### src/rtl/lsr_pkg.sv
// Shared types and default sizes for the iterative right-shift unit.
package lsr_pkg;

  localparam int DEF_WIDTH = 64;
  localparam int DEF_SHW   = 6;

  typedef enum logic [1:0] {
    IDLE,
    SHIFT,
    DONE
  } state_t;

endpackage

### src/rtl/lsr_unit_lsr1.sv
// One-bit combinational right shift; fill supplies the new MSB.
module lsr1 #(
  parameter int WIDTH = 64
) (
  input  logic [WIDTH-1:0] in,
  input  logic             fill,
  output logic [WIDTH-1:0] out
);

  assign out = {fill, {(WIDTH-1){1'b0}}} | (in >> 1);

endmodule

### src/rtl/lsr_unit.sv
// Multi-cycle right shifter, one bit per cycle.
// LSR_UNIT_ASR_EN adds an asr input for sign-filling shifts.
module lsr_unit
  import lsr_pkg::*;
#(
  parameter int WIDTH = DEF_WIDTH,
  parameter int SHW   = DEF_SHW
) (
  input  logic             clk,
  input  logic             reset_n,
  input  logic             start,
  input  logic [WIDTH-1:0] in,
  input  logic [SHW-1:0]   shamt,
`ifdef LSR_UNIT_ASR_EN
  input  logic             asr,
`endif
  output logic             busy,
  output logic             done,
  output logic [WIDTH-1:0] out
);

  state_t           state;
  logic [SHW-1:0]   cnt;
  logic [WIDTH-1:0] nxt;
  logic             fill;
  logic             accept;

  assign accept = start && (state != SHIFT);

`ifdef LSR_UNIT_ASR_EN
  logic sign;

  always_ff @(posedge clk or negedge reset_n) begin
    if (!reset_n) begin
      sign <= 1'b0;
    end else if (accept) begin
      sign <= asr & in[WIDTH-1];
    end
  end

  assign fill = sign;
`else
  assign fill = 1'b0;
`endif

  lsr1 #(
    .WIDTH(WIDTH)
  ) u_lsr1 (
    .in  (out),
    .fill(fill),
    .out (nxt)
  );

  always_ff @(posedge clk or negedge reset_n) begin
    if (!reset_n) begin
      state <= IDLE;
      out   <= '0;
      cnt   <= '0;
      busy  <= 1'b0;
      done  <= 1'b0;
    end else begin
      busy <= 1'b0;
      done <= 1'b0;
      unique case (1'b1)
        accept: begin
          out <= in;
          cnt <= shamt;
          if (shamt == '0) begin
            state <= DONE;
            done  <= 1'b1;
          end else begin
            state <= SHIFT;
            busy  <= 1'b1;
          end
        end
        (state == SHIFT): begin
          out <= nxt;
          cnt <= cnt - SHW'(1);
          // Last step: counter is about to hit zero.
          if (cnt == SHW'(1)) begin
            state <= DONE;
            done  <= 1'b1;
          end else begin
            busy  <= 1'b1;
          end
        end
        (state == DONE && !start): begin
          state <= IDLE;
        end
        default: begin
        end
      endcase
    end
  end

endmodule
### config.mk
export PLATFORM = sky130hd
export DESIGN_NAME = lsr_unit
export DESIGN_NICKNAME = d
export VERILOG_FILES = /design/src/rtl/lsr_pkg.sv /design/src/rtl/lsr_unit_lsr1.sv /design/src/rtl/lsr_unit.sv
export SDC_FILE = /design/constraint.sdc
export NUM_CORES = 1
export LEC_CHECK = 0
export ABC_AREA = 1
export BUFFER_PORTS_ARGS = -buffer_cell sky130_fd_sc_hd__buf_4
export CORE_MARGIN = 5
export CORE_UTILIZATION = 52
export DETAILED_ROUTE_END_ITERATION = 8
export GPL_TIMING_DRIVEN = 0
export PLACE_DENSITY = 0.83
export SLEW_MARGIN = 15
export SYNTH_ARGS = -nofsm -noshare
export SYNTH_HDL_FRONTEND = slang
export SYNTH_SLANG_ARGS = --single-unit
### constraint.sdc
create_clock -name clk -period 2.1 [get_ports clk]
set_input_delay 0.21 -clock clk [delete_from_list [all_inputs] [get_ports clk]]
set_output_delay 0.21 -clock clk [all_outputs]
set_load 0.01 [all_outputs]
Word-level counts from Yosys, hierarchy flattened:

Index checks and enable logic that the tools add are counted.

* register bits: 74
* bits in latches: 0
* memory bits (writable): 0
* memory bits (read-only): 0
* input bits: 73
* output and inout port bits: 66
* logic and storage cells: 29
* memories: 0

* add/sub/neg operators: 1
* multiply operators: 0
* divide/modulo/power cells: 0
* magnitude comparators: 0
* eq/ne operators: 5
* shift operators: 0
* multiplexer cells: 11
* bitwise operators: 0
* reductions and logical operators: 7

Operator list (count)
* $pmux W64 S2: 1
* $pmux W6 S2: 1
* $eq A6 B1 Y1 const B: 1
* $logic_not A6 Y1: 1
* $pmux W2 S3: 1
* $sub A6 B1 Y6 const B: 1
* $mux W1: 4
* $mux W2: 2
* $ne A2 B1 Y1 const B: 2
* $pmux W1 S2: 2
* $reduce_bool A3 Y1: 1
* $eq A2 B1 Y1 const B: 1
* $eq A2 B2 Y1 const B: 1
* $logic_and A1 B1 Y1: 2
* $reduce_and A2 Y1: 1
* $reduce_bool A2 Y1: 1
* $logic_not A1 Y1: 1

Longest topological paths before layout:

* word-level depth: 4
* mapped depth: 9
* depth with buffers taken out: 8

Hierarchy:

From an unflattened synthesis, not the netlist that was laid out.

* cell total of the unflattened synthesis: 489
* area, all modules: 3856.2 um2

Modules (own cells, without submodules)
* lsr_unit: instances 1, cells each 425, area each 3375.7 um2, sequential area each 1851.8 um2
* lsr1: instances 1, cells each 64, area each 480.5 um2, sequential area each 0.0 um2

Worst setup path before layout:

OpenSTA, ideal clock, no wires.

* path type: register -> register
* start point: reg state[1]
* end point: reg out[20]
* setup time: 0.124 ns
* arrival time: 1.058 ns
* required time: 1.976 ns
* path slack: 0.918 ns
* stages on the path, launching flop included: 9
* path buffers: 2
* clock period less this slack: 1.182 ns
* cells stage by stage: dfrtp_1 -> inv_2 -> nand2_4 -> nand2_2 -> clkinv_2 -> buf_6 -> buf_6 -> nand2_1 -> nand3_1

* longest elaborated chain between the ends: 3
* elaborated cells on any way between the ends: 5
* classes of those cells: eq/ne (2); mux (1); reduce/logical (2)

RTL lines
* start, declared: line lsr_unit.sv:22 `state_t state;`
* start signal, assigned: line lsr_unit.sv:56 `state <= IDLE;`
* start signal, assigned: line lsr_unit.sv:69 `state <= DONE;`
* start signal, assigned: line lsr_unit.sv:72 `state <= SHIFT;`
* $ne A2 B1 Y1: line lsr_unit.sv:28 `assign accept = start && (state != SHIFT);`
* $logic_and A1 B1 Y1: line lsr_unit.sv:28
* $pmux W64 S2 or $reduce_bool A2 Y1 (tied branches)
* end signal, assigned: line lsr_unit.sv:66 `out <= in;`
* end signal, assigned: line lsr_unit.sv:77 `out <= nxt;`
* end, declared: line lsr_unit.sv:19 `output logic [WIDTH-1:0] out`

Several ways; a longest one is shown, not always the timed one.
A chain may end at the register's enable or synchronous reset.

Final worst setup path:

* start point: reg state[1]
* end point: reg out[23]

Same word-level chain as after synthesis.

==> run_results.csv <==
group,metric,value,unit
worst_setup_path,critical_path.max_fanout,10,
global_route,grt_pass1_vias,3309,
layout,areaGrowthSynthToFinish,39.2,%
die,die_area,8190,sq um
synth,yosysSeqAreaShare,54.9,%
synth,synth_adder_area_share,0.742,%
synth,syn_area_per_cell,8.01,sq um
power_and_ir_drop,powerDensity,1490,nW/um^2
layout,final_nets,645,
timing,fin_skew,0.00933,ns
clocking,post_cts_buffers,0,
drt,vias_per_cell,5.18,
synth,yosys_warnings,0,
timing,timing.fmax,747,MHz
synth,synth-xor-area-share,0,%
drt,wire_per_inst,14.7,um
drt,antenna_left,0,
synth,synth_top_family_by_area,"simple AND/OR/NAND/NOR gates",
drt,drcViolationCount,0,
global_route,grt_max_degree,75,
synth,yosys_register_bits,74,
synth,synthesis.nets,496,
worst_setup_path,crit_top_cell,"buf_6",
synth,synth_cells,421,
timing,setup_viol,0,
timing,post-route-min-period,1.34,ns
place,place_area,4500,sq um
clocking,path_clk_slew,0.08,ns
global_route,grtUsageTotal,23.4,%
power_and_ir_drop,power_switching,0.00286,W
timing,tightest_slew,0.927,ns
power_and_ir_drop,power_frac_seq,38.1,%
outcome,violations,"negative hold slack",
layout,insertedDiodeCount,0,
timing,holdWs,-0.0212,ns
place,gp_congestion,0.825,
die,dieWidth,90.5,um
clocking,worstSkewPairLatency,0.34,ns
global_route,grt_first_pass_wirelength,15800,um
worst_setup_path,max_stage_delay,0.44,ns
die,core,6310,sq um
clocking,cts_root_buf,"clkbuf_8",
clocking,cts_resized,0,
outcome,status,"finished with violations",
timing,setup_tns,0,ns
worst_setup_path,crit_required,2.33,ns
drt,drt_iter0_markers,233,
place,portBuffers,138,
clocking,cts-hold-fix-buffers,0,
worst_setup_path,path_cells,"inv_2 -> nand2_4 -> nand2_2 -> clkinv_2 -> buf_6 -> buf_6 -> nand2_1 -> nand3_1",
worst_setup_path,worstPathArrival,1.57,ns
clocking,tritoncts,"built",
power_and_ir_drop,irDropWorstVdd,0.000894,V
synth,synth_simple_gate_area_share,37.7,%
drt,dr.pass1.iters,5,
die,start_util,53.4,%
synth,synth_area,3370,sq um
timing,timing_hold_violations_final,8,
power_and_ir_drop,leakage,2.52,nW
synth,netlist-cell-type-count,18,
timing,timing.final.crit_share,63.7,%
worst_setup_path,rrSetupSlack,0.76,ns
clocking,clk_path_buf_depth,2,
timing,rsz0062_at_grt,"false",
die,row_count,29,
layout,drive_above_1_share,31.8,%
power_and_ir_drop,power_frac_clock,15.2,%
die,die_h,90.5,um
timing,slew_viol_final,0,
power_and_ir_drop,pwr-share-comb,46.7,%
worst_setup_path,crit_slowest_cell,"dfrtp_1",
power_and_ir_drop,p_sw_share,41.0,%
die,io_pins,139,
run,maxCapViolCount,0,
synth,synth-compound-area-share,1.04,%
clocking,cts_max_level,3,
place,dpl.hpwl,7080,um
worst_setup_path,timing_worst_setup_path_type,"reg2reg",
drt,routed_wl,9560,um
worst_setup_path,worstSetupStartpointType,"register",
power_and_ir_drop,power.internal,0.00412,W
timing,relSlewSlack,38.2,%
drt,vias,3378,
global_route,antenna_found_initial,0,
clocking,cts_sinks,74,
synth,synth.area.mux_share,0,%
clocking,cts_buffers,9,
layout,design_area,4690,sq um
min_path,hp-class,"in2async",
worst_setup_path,cp-end-kind,"register",
global_route,gr-total-overflow,0,
[registers in the layout, indices dropped and copies added (netlist names)]
name / count
state: 2
busy: 1
done: 1
cnt: 6
out: 64
[power groups by stage]
stage               Sequential (W)  Clock (W)  Combinational (W)
global placement           0.00264          0            0.00321
floorplan                  0.00284          0            0.00152
CTS                        0.00264    0.00107            0.00330
global route               0.00274    0.00113            0.00362
finish                     0.00266    0.00106            0.00326
detailed placement         0.00266          0            0.00329
[kinds of logic after synthesis]
logic type,Yosys count
and+or+nand+nor,307
DFF,74
buffers and inverters,33
AOI/OAI and AO/OA,5
adders and majority gates,2
[critical path, delay by kind of cell, from the launching register on]
family	cells	cell delay, ns
simple gates	4	0.31
flops	1	0.44
buf+inv	4	0.46
[area by class of cell]
type                    count  area [sq um]
plain buffers              21           141
fillers                   514          1620
well taps                  77          96.3
inverters                  12          46.3
repair buffers            138          1040
clock buffers              13           169
flip-flops and latches     74          1850
multi-input cells         314          1330
clock inverters             3          21.3
[stage by stage]
step / power (W) / worst slack (ns) / instances / utilization [%]
6_report: 0.00698 / 0.762 / 652 / 74.3
5_1_grt: 0.00749 / 0.655 / 652 / 74.3
4_1_cts: 0.00701 / 0.744 / 652 / 74.3
3_5_place_dp: 0.00595 / 0.772 / 636 / 71.3
3_3_place_gp: 0.00584 / 0.798 / 636 / 71.3
2_1_floorplan: 0.00436 / 0.918 / 421 / -
[cell usage in the layout (no fill, tap or decap), types with 3 or more instances in the layout]
master / Yosys / layout
dfrtp_1: 74 / 74
buf_4: 2 / 140
clkbuf_8: 0 / 12
inv_2: 3 / 3
buf_2: 14 / 14
nor2_1: 7 / 7
o211ai_1: 4 / 4
nand3_1: 75 / 75
buf_6: 5 / 5
nand2_1: 219 / 219
inv_1: 8 / 8
[cells in the mapped netlist, drive strengths merged]
cell | instances | area share [%]
inv | 11 | 1.2
or2 | 1 | 0.19
ha | 2 | 0.74
o211ai | 4 | 0.89
buf | 21 | 4.2
o21ai | 1 | 0.15
clkinv | 1 | 0.15
nand4 | 1 | 0.19
nand2 | 222 | 25
nor2 | 8 | 1.1
dfrtp | 74 | 55
nand3 | 75 | 11
[routing by layer]
metal | track usage [%] | vias to the layer above | part of all wire, %
met2 | 36.8 | 135 | 49
met3 | 7.08 | 14 | 7.6
met1 | 30.9 | 1602 | 42
met5 | 0 | - | 0
met4 | 7.57 | 0 | 1.5
li1 | - | 1627 | -
[worst paths after layout]
path | cells past startpoint | end | startpoint
worst max-delay path | 8 | out[23] | state[1]
worst min-delay path | 1 | out[17] | reset_n
worst max register to register | 8 | out[23] | state[1]
worst min register to register | 2 | out[12] | out[12]
max in group asynchronous | 1 | cnt[3] | reset_n
min in group clk | 3 | out[1] | in[1]
No activity file was read; power rests on OpenSTA's default activity.
